==> config.mk <==
export PLATFORM = sky130hd
export DESIGN_NAME = snake_move_controller_flat
export DESIGN_NICKNAME = d
export VERILOG_FILES = /design/src/rtl/snake_ctrl_pkg.sv /design/src/rtl/snake_move_controller_if.sv /design/src/rtl/snake_key_decoder.sv /design/src/rtl/snake_move_controller.sv /design/src/flat_wrapper.sv
export SDC_FILE = /design/constraint.sdc
export NUM_CORES = 1
export LEC_CHECK = 0
export ABC_AREA = 0
export BUFFER_PORTS_ARGS = -buffer_cell sky130_fd_sc_hd__buf_2
export CAP_MARGIN = 15
export CORE_UTILIZATION = 59
export CTS_BUF_LIST = sky130_fd_sc_hd__clkbuf_16
export DETAILED_ROUTE_END_ITERATION = 7
export PLACE_DENSITY = 0.89
export SLEW_MARGIN = 20
export SYNTH_ARGS = -nofsm -noshare
export SYNTH_HDL_FRONTEND = slang
export SYNTH_HIERARCHICAL = 1
export SYNTH_SLANG_ARGS = --single-unit
==> constraint.sdc <==
create_clock -name clk -period 5.45 [get_ports clk]
set_input_delay 0.2725 -clock clk [delete_from_list [all_inputs] [get_ports clk]]
set_output_delay 0.2725 -clock clk [all_outputs]
set_load 0.05 [all_outputs]
==> src/rtl/snake_ctrl_pkg.sv <==
// Shared types and constants for the snake move controller.
//   state_t : controller FSM states (3-bit)
//   dir_t   : movement direction, encoded so the opposite direction is d ^ 1
//   KEY_*   : PS/2 set-2 make codes for W/S/A/D/ENTER and the break prefix
package snake_ctrl_pkg;

    typedef enum logic [2:0] {
        ST_MENU  = 3'd0,
        ST_WAIT  = 3'd1,
        ST_MOVE  = 3'd2,
        ST_CHECK = 3'd3,
        ST_LOSE  = 3'd4,
        ST_WIN   = 3'd5
    } state_t;

    typedef enum logic [1:0] {
        DIR_UP    = 2'd0,
        DIR_DOWN  = 2'd1,
        DIR_LEFT  = 2'd2,
        DIR_RIGHT = 2'd3
    } dir_t;

    localparam logic [7:0] KEY_W     = 8'h1D;
    localparam logic [7:0] KEY_S     = 8'h1B;
    localparam logic [7:0] KEY_A     = 8'h1C;
    localparam logic [7:0] KEY_D     = 8'h23;
    localparam logic [7:0] KEY_ENTER = 8'h5A;
    localparam logic [7:0] KEY_BREAK = 8'hF0;

    // UP<->DOWN and LEFT<->RIGHT differ only in bit 0.
    function automatic dir_t reverse_dir(input dir_t d);
        return dir_t'(d ^ 2'b01);
    endfunction

endpackage

==> src/rtl/snake_move_controller_if.sv <==
// Bundle of the snake controller's game-side signals.
//   master : the surrounding datapath (keyboard, move timer, LFSR, shift
//            register) - drives strobes/key/food/collision, reads the rest
//   slave  : the controller - reads the inputs, drives head, pulses, flags
interface snake_move_controller_if;

    logic        step_tick;
    logic        key_valid;
    logic [7:0]  key_code;
    logic [10:0] food_h;
    logic [10:0] food_v;
    logic        collision;

    logic [10:0] head_h;
    logic [10:0] head_v;
    logic        shift_en;
    logic        grow;
    logic        food_req;
    logic [3:0]  score;
    logic        in_menu;
    logic        in_play;
    logic        lose;
    logic        win;

    modport master (
        output step_tick, key_valid, key_code, food_h, food_v, collision,
        input  head_h, head_v, shift_en, grow, food_req, score,
               in_menu, in_play, lose, win
    );

    modport slave (
        input  step_tick, key_valid, key_code, food_h, food_v, collision,
        output head_h, head_v, shift_en, grow, food_req, score,
               in_menu, in_play, lose, win
    );

endinterface

==> src/rtl/snake_key_decoder.sv <==
// PS/2 byte decoder for the snake controller.
// Drops the byte following a 0xF0 break prefix, maps W/S/A/D to a direction
// and ENTER to a pulse; every other byte is ignored.
//   clk, rst      : system clock, async active-high reset
//   key_valid     : key_code is valid this cycle
//   key_code      : PS/2 scancode byte
//   dir_valid     : one-cycle pulse, dir_code holds a decoded direction
//   dir_code      : decoded direction
//   enter_pulse   : one-cycle pulse on an ENTER make code
module snake_key_decoder
    import snake_ctrl_pkg::*;
(
    input  logic       clk,
    input  logic       rst,
    input  logic       key_valid,
    input  logic [7:0] key_code,
    output logic       dir_valid,
    output dir_t       dir_code,
    output logic       enter_pulse
);

    logic skip_r;
    logic dir_valid_r;
    dir_t dir_code_r;
    logic enter_pulse_r;

    // Break-code filter and make-code decode, outputs registered as pulses.
    always_ff @(posedge clk or posedge rst) begin
        if (rst) begin
            skip_r        <= 1'b0;
            dir_valid_r   <= 1'b0;
            dir_code_r    <= DIR_RIGHT;
            enter_pulse_r <= 1'b0;
        end else begin
            dir_valid_r   <= 1'b0;
            enter_pulse_r <= 1'b0;
            if (key_valid) begin
                if (skip_r) begin
                    // Byte after 0xF0 is the released key: swallow it.
                    skip_r <= 1'b0;
                end else begin
                    case (key_code)
                        KEY_BREAK: skip_r <= 1'b1;
                        KEY_W: begin
                            dir_valid_r <= 1'b1;
                            dir_code_r  <= DIR_UP;
                        end
                        KEY_S: begin
                            dir_valid_r <= 1'b1;
                            dir_code_r  <= DIR_DOWN;
                        end
                        KEY_A: begin
                            dir_valid_r <= 1'b1;
                            dir_code_r  <= DIR_LEFT;
                        end
                        KEY_D: begin
                            dir_valid_r <= 1'b1;
                            dir_code_r  <= DIR_RIGHT;
                        end
                        KEY_ENTER: enter_pulse_r <= 1'b1;
                        default:   skip_r <= 1'b0;
                    endcase
                end
            end
        end
    end

    assign dir_valid   = dir_valid_r;
    assign dir_code    = dir_code_r;
    assign enter_pulse = enter_pulse_r;

endmodule

==> src/rtl/snake_move_controller.sv <==
// Snake move sequencer. One game step per step_tick: commit the pending
// direction, advance the head by one grid cell (or lose on a wall), pulse
// shift_en, then resolve self-collision / food in the following cycle.
//   clk, rst : system clock, async active-high reset
//   bus      : snake_move_controller_if.slave (keys, tick, food, collision in;
//              head, shift_en/grow/food_req pulses, score, state flags out)
// Timing: a tick sampled in WAIT puts the FSM in MOVE; shift_en and the new
// head appear one cycle later (during CHECK). collision is sampled at the end
// of that CHECK cycle, and grow/food_req/LOSE/WIN appear one cycle after it.
module snake_move_controller
    import snake_ctrl_pkg::*;
#(
    parameter int unsigned GRID      = 20,
    parameter int unsigned H_MIN     = 0,
    parameter int unsigned H_MAX     = 620,
    parameter int unsigned V_MIN     = 0,
    parameter int unsigned V_MAX     = 460,
    parameter int unsigned START_H   = 320,
    parameter int unsigned START_V   = 240,
    parameter int unsigned WIN_SCORE = 9
) (
    input  logic                  clk,
    input  logic                  rst,
    snake_move_controller_if.slave bus
);

    localparam logic [10:0] GRID_C    = 11'(GRID);
    localparam logic [11:0] GRID_W    = 12'(GRID);
    localparam logic [11:0] H_LO_W    = 12'(H_MIN + GRID);
    localparam logic [11:0] H_HI_W    = 12'(H_MAX);
    localparam logic [11:0] V_LO_W    = 12'(V_MIN + GRID);
    localparam logic [11:0] V_HI_W    = 12'(V_MAX);
    localparam logic [10:0] START_H_C = 11'(START_H);
    localparam logic [10:0] START_V_C = 11'(START_V);
    localparam logic [3:0]  WIN_C     = 4'(WIN_SCORE);

    state_t      state_r;
    dir_t        dir_r;
    dir_t        pend_dir_r;
    logic [10:0] head_h_r;
    logic [10:0] head_v_r;
    logic [3:0]  score_r;
    logic        shift_en_r;
    logic        grow_r;
    logic        food_req_r;

    logic        dir_valid_s;
    dir_t        dir_code_s;
    logic        enter_pulse_s;
    logic        wall_hit_s;
    logic [10:0] next_h_s;
    logic [10:0] next_v_s;
    logic        food_hit_s;
    logic [3:0]  score_next_s;

    snake_key_decoder u_key_decoder (
        .clk         (clk),
        .rst         (rst),
        .key_valid   (bus.key_valid),
        .key_code    (bus.key_code),
        .dir_valid   (dir_valid_s),
        .dir_code    (dir_code_s),
        .enter_pulse (enter_pulse_s)
    );

    // Next head and wall test; bounds are checked in 12 bits before the
    // 11-bit add/subtract so a move off the left/top edge cannot wrap.
    always_comb begin
        wall_hit_s = 1'b0;
        next_h_s   = head_h_r;
        next_v_s   = head_v_r;
        case (pend_dir_r)
            DIR_UP: begin
                if ({1'b0, head_v_r} < V_LO_W) wall_hit_s = 1'b1;
                else next_v_s = head_v_r - GRID_C;
            end
            DIR_DOWN: begin
                if (({1'b0, head_v_r} + GRID_W) > V_HI_W) wall_hit_s = 1'b1;
                else next_v_s = head_v_r + GRID_C;
            end
            DIR_LEFT: begin
                if ({1'b0, head_h_r} < H_LO_W) wall_hit_s = 1'b1;
                else next_h_s = head_h_r - GRID_C;
            end
            DIR_RIGHT: begin
                if (({1'b0, head_h_r} + GRID_W) > H_HI_W) wall_hit_s = 1'b1;
                else next_h_s = head_h_r + GRID_C;
            end
            default: wall_hit_s = 1'b0;
        endcase
    end

    // Food hit and saturating score increment.
    always_comb begin
        food_hit_s = (head_h_r == bus.food_h) && (head_v_r == bus.food_v);
        if (score_r >= WIN_C) score_next_s = score_r;
        else score_next_s = score_r + 4'd1;
    end

    // Controller FSM with registered head, score, direction and pulses.
    always_ff @(posedge clk or posedge rst) begin
        if (rst) begin
            state_r    <= ST_MENU;
            dir_r      <= DIR_RIGHT;
            pend_dir_r <= DIR_RIGHT;
            head_h_r   <= START_H_C;
            head_v_r   <= START_V_C;
            score_r    <= 4'd0;
            shift_en_r <= 1'b0;
            grow_r     <= 1'b0;
            food_req_r <= 1'b0;
        end else begin
            shift_en_r <= 1'b0;
            grow_r     <= 1'b0;
            food_req_r <= 1'b0;

            // Keys are taken in every state; a 180-degree turn is dropped.
            if (dir_valid_s && (dir_code_s != reverse_dir(dir_r))) begin
                pend_dir_r <= dir_code_s;
            end

            case (state_r)
                ST_MENU: begin
                    if (enter_pulse_s) begin
                        state_r    <= ST_WAIT;
                        food_req_r <= 1'b1;
                    end
                end
                ST_WAIT: begin
                    if (bus.step_tick) state_r <= ST_MOVE;
                end
                ST_MOVE: begin
                    dir_r <= pend_dir_r;
                    if (wall_hit_s) begin
                        state_r <= ST_LOSE;
                    end else begin
                        head_h_r   <= next_h_s;
                        head_v_r   <= next_v_s;
                        shift_en_r <= 1'b1;
                        state_r    <= ST_CHECK;
                    end
                end
                ST_CHECK: begin
                    if (bus.collision) begin
                        state_r <= ST_LOSE;
                    end else if (food_hit_s) begin
                        grow_r  <= 1'b1;
                        score_r <= score_next_s;
                        if (score_next_s == WIN_C) begin
                            state_r <= ST_WIN;
                        end else begin
                            food_req_r <= 1'b1;
                            state_r    <= ST_WAIT;
                        end
                    end else begin
                        state_r <= ST_WAIT;
                    end
                end
                ST_LOSE, ST_WIN: begin
                    // Overrides any same-cycle pend_dir update above.
                    if (enter_pulse_s) begin
                        state_r    <= ST_MENU;
                        dir_r      <= DIR_RIGHT;
                        pend_dir_r <= DIR_RIGHT;
                        head_h_r   <= START_H_C;
                        head_v_r   <= START_V_C;
                        score_r    <= 4'd0;
                    end
                end
                default: state_r <= ST_MENU;
            endcase
        end
    end

    assign bus.head_h   = head_h_r;
    assign bus.head_v   = head_v_r;
    assign bus.shift_en = shift_en_r;
    assign bus.grow     = grow_r;
    assign bus.food_req = food_req_r;
    assign bus.score    = score_r;
    assign bus.in_menu  = (state_r == ST_MENU);
    assign bus.in_play  = (state_r == ST_WAIT) || (state_r == ST_MOVE) || (state_r == ST_CHECK);
    assign bus.lose     = (state_r == ST_LOSE);
    assign bus.win      = (state_r == ST_WIN);

endmodule

==> src/flat_wrapper.sv <==
// flat-port wrapper written by rule: the top's interface ports become plain ports
module snake_move_controller_flat import snake_ctrl_pkg::*;
#(
    parameter int unsigned GRID      = 20,
    parameter int unsigned H_MIN     = 0,
    parameter int unsigned H_MAX     = 620,
    parameter int unsigned V_MIN     = 0,
    parameter int unsigned V_MAX     = 460,
    parameter int unsigned START_H   = 320,
    parameter int unsigned START_V   = 240,
    parameter int unsigned WIN_SCORE = 9
)
  (clk, rst, bus_step_tick, bus_key_valid, bus_key_code, bus_food_h, bus_food_v, bus_collision, bus_head_h, bus_head_v, bus_shift_en, bus_grow, bus_food_req, bus_score, bus_in_menu, bus_in_play, bus_lose, bus_win);
  snake_move_controller_if bus_i ();
  input  logic clk;
  input  logic rst;
  input wire logic [$bits(bus_i.step_tick)-1:0] bus_step_tick;
  input wire logic [$bits(bus_i.key_valid)-1:0] bus_key_valid;
  input wire logic [$bits(bus_i.key_code)-1:0] bus_key_code;
  input wire logic [$bits(bus_i.food_h)-1:0] bus_food_h;
  input wire logic [$bits(bus_i.food_v)-1:0] bus_food_v;
  input wire logic [$bits(bus_i.collision)-1:0] bus_collision;
  output wire logic [$bits(bus_i.head_h)-1:0] bus_head_h;
  output wire logic [$bits(bus_i.head_v)-1:0] bus_head_v;
  output wire logic [$bits(bus_i.shift_en)-1:0] bus_shift_en;
  output wire logic [$bits(bus_i.grow)-1:0] bus_grow;
  output wire logic [$bits(bus_i.food_req)-1:0] bus_food_req;
  output wire logic [$bits(bus_i.score)-1:0] bus_score;
  output wire logic [$bits(bus_i.in_menu)-1:0] bus_in_menu;
  output wire logic [$bits(bus_i.in_play)-1:0] bus_in_play;
  output wire logic [$bits(bus_i.lose)-1:0] bus_lose;
  output wire logic [$bits(bus_i.win)-1:0] bus_win;
  assign bus_i.step_tick = bus_step_tick;
  assign bus_i.key_valid = bus_key_valid;
  assign bus_i.key_code = bus_key_code;
  assign bus_i.food_h = bus_food_h;
  assign bus_i.food_v = bus_food_v;
  assign bus_i.collision = bus_collision;
  assign bus_head_h = bus_i.head_h;
  assign bus_head_v = bus_i.head_v;
  assign bus_shift_en = bus_i.shift_en;
  assign bus_grow = bus_i.grow;
  assign bus_food_req = bus_i.food_req;
  assign bus_score = bus_i.score;
  assign bus_in_menu = bus_i.in_menu;
  assign bus_in_play = bus_i.in_play;
  assign bus_lose = bus_i.lose;
  assign bus_win = bus_i.win;
  snake_move_controller #(.GRID(GRID), .H_MIN(H_MIN), .H_MAX(H_MAX), .V_MIN(V_MIN), .V_MAX(V_MAX), .START_H(START_H), .START_V(START_V), .WIN_SCORE(WIN_SCORE)) u_core (.clk(clk), .rst(rst), .bus(bus_i));
endmodule
[After elaboration in Yosys (flattened, before gate mapping)]
Cells that the tools add are included.
Widths: inputs -> output; s select.
Storage, ports and cells
  register bits after elaboration: 41
  output and inout bits: 33
  word-level logic and storage cells: 128
Operators by class
  add/subtract/negate cells: 7
  order comparisons: 5
  equality and inequality tests: 30
  mux-type cells: 54
  bitwise operators: 2
  reduce and logical (&&, ||, !) cells: 17
Operators by type and width (number)
  $mux 11: 8
  $pmux 11 s2: 4
  $add 11x5->12 const B: 2
  $eq 8x5->1 const B: 3
  $add 11x5->11 const B: 2
  $eq 11x11->1: 2
  $lt 11x5->1 const B: 2
  $sub 11x5->11 const B: 2
  $mux 1: 21
  $mux 3: 7
  $ne 3x3->1 const B: 6
  $mux 4: 4
  $pmux 3 s5: 1
  $gt 12x10->1 const B: 1
  $gt 12x9->1 const B: 1
  $reduce_and 6->1: 2
  $eq 8x6->1 const B: 1
  $eq 8x7->1 const B: 1
  $eq 8x8->1 const B: 1
  $mux 2: 4
  $ne 2x2->1 const B: 4
  $pmux 2 s4: 1
  $pmux 4 s2: 1
  $eq 3x2->1 const B: 2
  other kinds (24): 32

[Logic depth before layout (Yosys ltp)]
  depth after elaboration: 7
  gate-level depth with buffers: 9
  depth with buffers taken out: 8

[Hierarchy]
Netlist, hierarchy kept.
By module, submodules not included
  snake_move_controller: times used 1, cells an instance 343, area each 2771.4 um^2, sequential area each 813.3 um^2
  snake_key_decoder: times used 1, cells an instance 29, area each 301.5 um^2, sequential area each 127.6 um^2

[Worst setup path after synthesis]
OpenSTA, ideal clock, no wires.
  kind: register -> register
  start: register u_core.head_h_r[3] (netlist: u_core/bus.head_h[3])
  end: register u_core.head_h_r[10] (netlist: u_core/bus.head_h[10])
  library setup time: 83 ps
  data arrival time: 2424 ps
  slack: 2943 ps
  cell stages (with the launch flop): 8
  path buffers: 0
  period minus slack after synthesis: 2507 ps
  path through: dfrtp_1 ha_1 o2111ai_2 or4_4 a32oi_2 o21ai_2 or4_1 o21ai_0
On the way
  cells in the longest elaborated chain, start to end: 6
  elaborated cells on any way between the ends: 17
Ends and longest elaborated chain
  start: declaration: RTL line snake_move_controller.sv:40  | logic [10:0] head_h_r;
  start signal: assignment: RTL line snake_move_controller.sv:137  | head_h_r <= next_h_s;
  $add 11x5->12: RTL line snake_move_controller.sv:86  | if (({1'b0, head_h_r} + GRID_W) > H_HI_W) wall_hit_s = 1'b1;
  $gt 12x10->1: RTL line snake_move_controller.sv:86
  $mux 1: RTL line snake_move_controller.sv:86
  $pmux 1 s4: RTL line snake_move_controller.sv:72  | case (pend_dir_r)
  $ne 2x2->1 (no line)
  $reduce_and 6->1 (no line)
Parallel ways exist; a longest one is shown, timed or not. The select of a mux whose other input is x is not followed.
A chain may end at the register's enable or synchronous reset.

[Worst setup path after layout]
  start: register u_core.head_h_r[2] (netlist: u_core/bus.head_h[2])
  end: register u_core.head_h_r[7] (netlist: u_core/bus.head_h[7])
The elaborated chain is that of the path after synthesis.

==> impl_results.md <==
- Status: complete, no violations
- Tcrit/Tclk final: 49.7%
- Detailed Routing Iterations Pass 1: 7
- Max Fclk: 0.369 GHz
- Total power: 0.00145 W
- Core Rows: 25
- #FFs+latches synth: 37
- Core box area: 0.00488 mm2
- Relative slew slack: 55.2%
- Port bufs: 63
- Comb pwr share: 43.0%
- Worst-skew pair later-pin latency: 290 ps
- Biggest area consumer among synthesized cells: dfrtp_1
- Top-count cell post-synth: nand2_1
- Slowest stage cell, crit path: dfrtp_1
- Setup TNS Final: 0 ps
- Post-layout instance area: 0.00354 mm2
- WL met1: 3300 um
- Syn Inst Count: 372
- Final Hold Viols: 0
- FF-to-FF End: u_core/bus.head_h[7]
- DR iter-0 viols: 417
- # H-tree levels: 2
- Max incr delay on CP: 500 ps
- Dpl ws: 2820 ps
- Worst hold stages: 2
- Clock transition at path regs: 50 ps
- Clock root buffer: clkbuf_16
- # IOs: 68
- Reg2Reg Depth: 7
- Synth Flop Type: dfrtp_1
- Max clock buf depth: 2
- Total gr overflow: 0
- Drt wl/cell: 16.5 um
- Die area: 0.00550 mm2
- Hold endpoint: u_core/u_key_decoder/skip_r
- Top Metal Used: met4
- CP Cell Sequence: ha_1 -> or2_2 -> a2111oi_0 -> nor3_1 -> o21ai_2 -> nand2b_1 -> o21ai_0
- Crit path DAT: 2870 ps
- Unique cell type count in the Yosys netlist: 72
- Critical Path RT: 5600 ps
- RR Startpoint: u_core/bus.head_h[2]
- Psw: 0.000627 W
- Pin count of the biggest net entering global routing: 33
- GRT Total Usage: 30.9%
- First-pass GRT wire length: 12,900 um
- Syn-to-layout area delta: 15.2%
- DP HPWL: 5580 um
- Sw frac: 43.4%
- PwrDens: 408 mW/mm2
- Mean post-synth cell area: 8.26 um2
- # resized after CTS: 0
- Via Count: 3,149
- Diodes inserted: 0
- Post-route setup slack: 2740 ps
- Clock power share: 25.9%
- Mapped Area: 0.00307 mm2
- Number of CTS-inserted buffers: 5
- P_int: 0.000819 W
- Sequential share of the synthesized area: 30.6%
- Post-Route WL: 8020 um
- Final critical-path required period: 2710 ps
- Worst Hold Launch: bus_key_valid
- Reg power frac: 31.0%
- Initial Utilization: 63.0%
- Share of cells above drive strength 1: 24.6%
- CTS tree: built
- Kind of critical path: flip-flop to flip-flop
- Final GP Congestion: 0.882
- Vias per cell: 6.48
- Die height: 74.2 um
- # DRC: 0
- Startpoint Class: flip-flop
- CP Capture Type: flip-flop
- Placed cell area: 0.00334 mm2
- Ys async rst share: 100%
- Unrepaired setup endpoints after global routing: no
- Max Clock Skew: 6.87 ps
- Least-Margin Pin Slew: 670 ps
- Hold_ws: 215 ps
- Vias in the first global route: 2,787
- Hold Path Class: input port to flip-flop
- Post-CTS setup buffer count: 0
- Max-slew violations: 0
- Leakage Power: 1.61 nW
- EDFF count, synth: 0
- Top cell type's share of synthesized area: 20.4%
- Peak VDD IR: 0.000271 V
- CTS Sinks: 37
- Synth area leaders: dfrtp_1, dfstp_2, o21ai_0
- FF-to-FF setup slack: 2740 ps
- Initial antenna violation count: 0
- Metal3 WL: 685 um
- Met2 WL: 3750 um
- Max Cap Viol: 0
- Count of final setup violators: 0
- Die W: 74.2 um
- Post-route ant nets: 0
- Worst-path fanout max: 13
- Nets@finish: 460
- Synth top cells by count: nand2_1, nor2_1, dfrtp_1
- Ys Warns: 6
-- sequential cells by signal, indices dropped and copies added (netlist names) --
register	flops
u_core/state_r	3
u_core/u_key_decoder/enter_pulse	1
u_core/u_key_decoder/skip_r	1
u_core/dir_r	2
u_core/bus.grow	1
u_core/bus.shift_en	1
u_core/bus.head_v	9
u_core/pend_dir_r	2
u_core/u_key_decoder/dir_valid	1
u_core/bus.food_req	1
u_core/bus.score	4
u_core/bus.head_h	9
u_core/u_key_decoder/dir_code	2
-- routing by layer --
metal	vias to the layer above	global-route usage, %
li1	1437	-
met1	1457	38.1
met2	212	51.8
met3	43	6.50
met4	0	14.3
met5	-	0
-- worst max path at each step --
stage / to / slack (ps) / cells after the start / startpoint
global route: u_core/bus.head_h[7] / 2530 / 7 / u_core/bus.head_h[2]
CTS: u_core/bus.head_h[7] / 2800 / 7 / u_core/bus.head_h[2]
finish: u_core/bus.head_h[7] / 2740 / 7 / u_core/bus.head_h[2]
detailed placement: u_core/bus.head_h[4] / 2820 / 7 / u_core/bus.head_h[2]
floorplan: u_core/bus.head_h[10] / 2940 / 7 / u_core/bus.head_h[3]
global placement: u_core/bus.head_h[7] / 2880 / 7 / u_core/bus.head_h[2]
-- worst max-delay path: cells and delay by family (launching register included) --
family / cells / cell delay (ps)
compound gates: 3 / 990
fa+ha+maj: 1 / 350
flops: 1 / 500
simple gates: 3 / 730
-- logic make-up after synthesis --
family / Yosys count / share of synthesized area [%]
fa+ha+maj: 7 / 2.85
other cells: 1 / 0.122
xor+xnor: 23 / 6.56
simple gates: 134 / 23.6
flops: 37 / 30.6
compound gates: 111 / 26.1
mux: 7 / 2.36
buf+inv: 52 / 7.86
-- repair_timing --
action / 4_1_cts / 5_1_grt
endpoints found under the hold margin: 3 / 0
endpoints found under the setup margin: 0 / 0
hold buffers: 1 / 0
-- final cells by class --
type | count | area [um2]
clock buffers | 5 | 125
clock inverters | 3 | 65.1
fillers | 375 | 1340
inverters | 22 | 82.6
multi-input cells | 286 | 1900
flip-flops and latches | 37 | 941
well taps | 67 | 83.8
repair buffers | 66 | 340
-- layout by cell type (no fill, tap or decap), types with 8 or more instances in the layout --
| cell | synthesis | routed |
|---|---|---|
| a21oi_1 | 17 | 17 |
| a31oi_1 | 9 | 9 |
| buf_2 | 13 | 63 |
| dfrtp_1 | 25 | 25 |
| dfstp_2 | 12 | 12 |
| inv_1 | 21 | 21 |
| nand2_1 | 29 | 29 |
| nand2b_1 | 8 | 8 |
| nand3_1 | 11 | 11 |
| nor2_1 | 26 | 26 |
| nor3_1 | 14 | 14 |
| o21ai_0 | 22 | 22 |
| o31ai_1 | 10 | 10 |
| xnor2_1 | 11 | 11 |
| xor2_1 | 12 | 12 |
-- per-stage QoR --
step                      util, %  cells
after global placement       68.4    477
final                        72.5    486
after floorplan                 -    375
after CTS                    72.5    486
after detailed placement     68.4    477
after global routing         72.5    486
-- power groups by stage --
stage	logic (W)	registers (W)	clock network [W]
4_1_cts	0.000613	0.000443	0.000379
2_1_floorplan	0.000468	0.000463	0
3_3_place_gp	0.000595	0.000443	0
5_1_grt	0.000672	0.000460	0.000393
3_5_place_dp	0.000608	0.000447	0
6_report	0.000622	0.000448	0.000375
(Power assumes the default switching activity.)
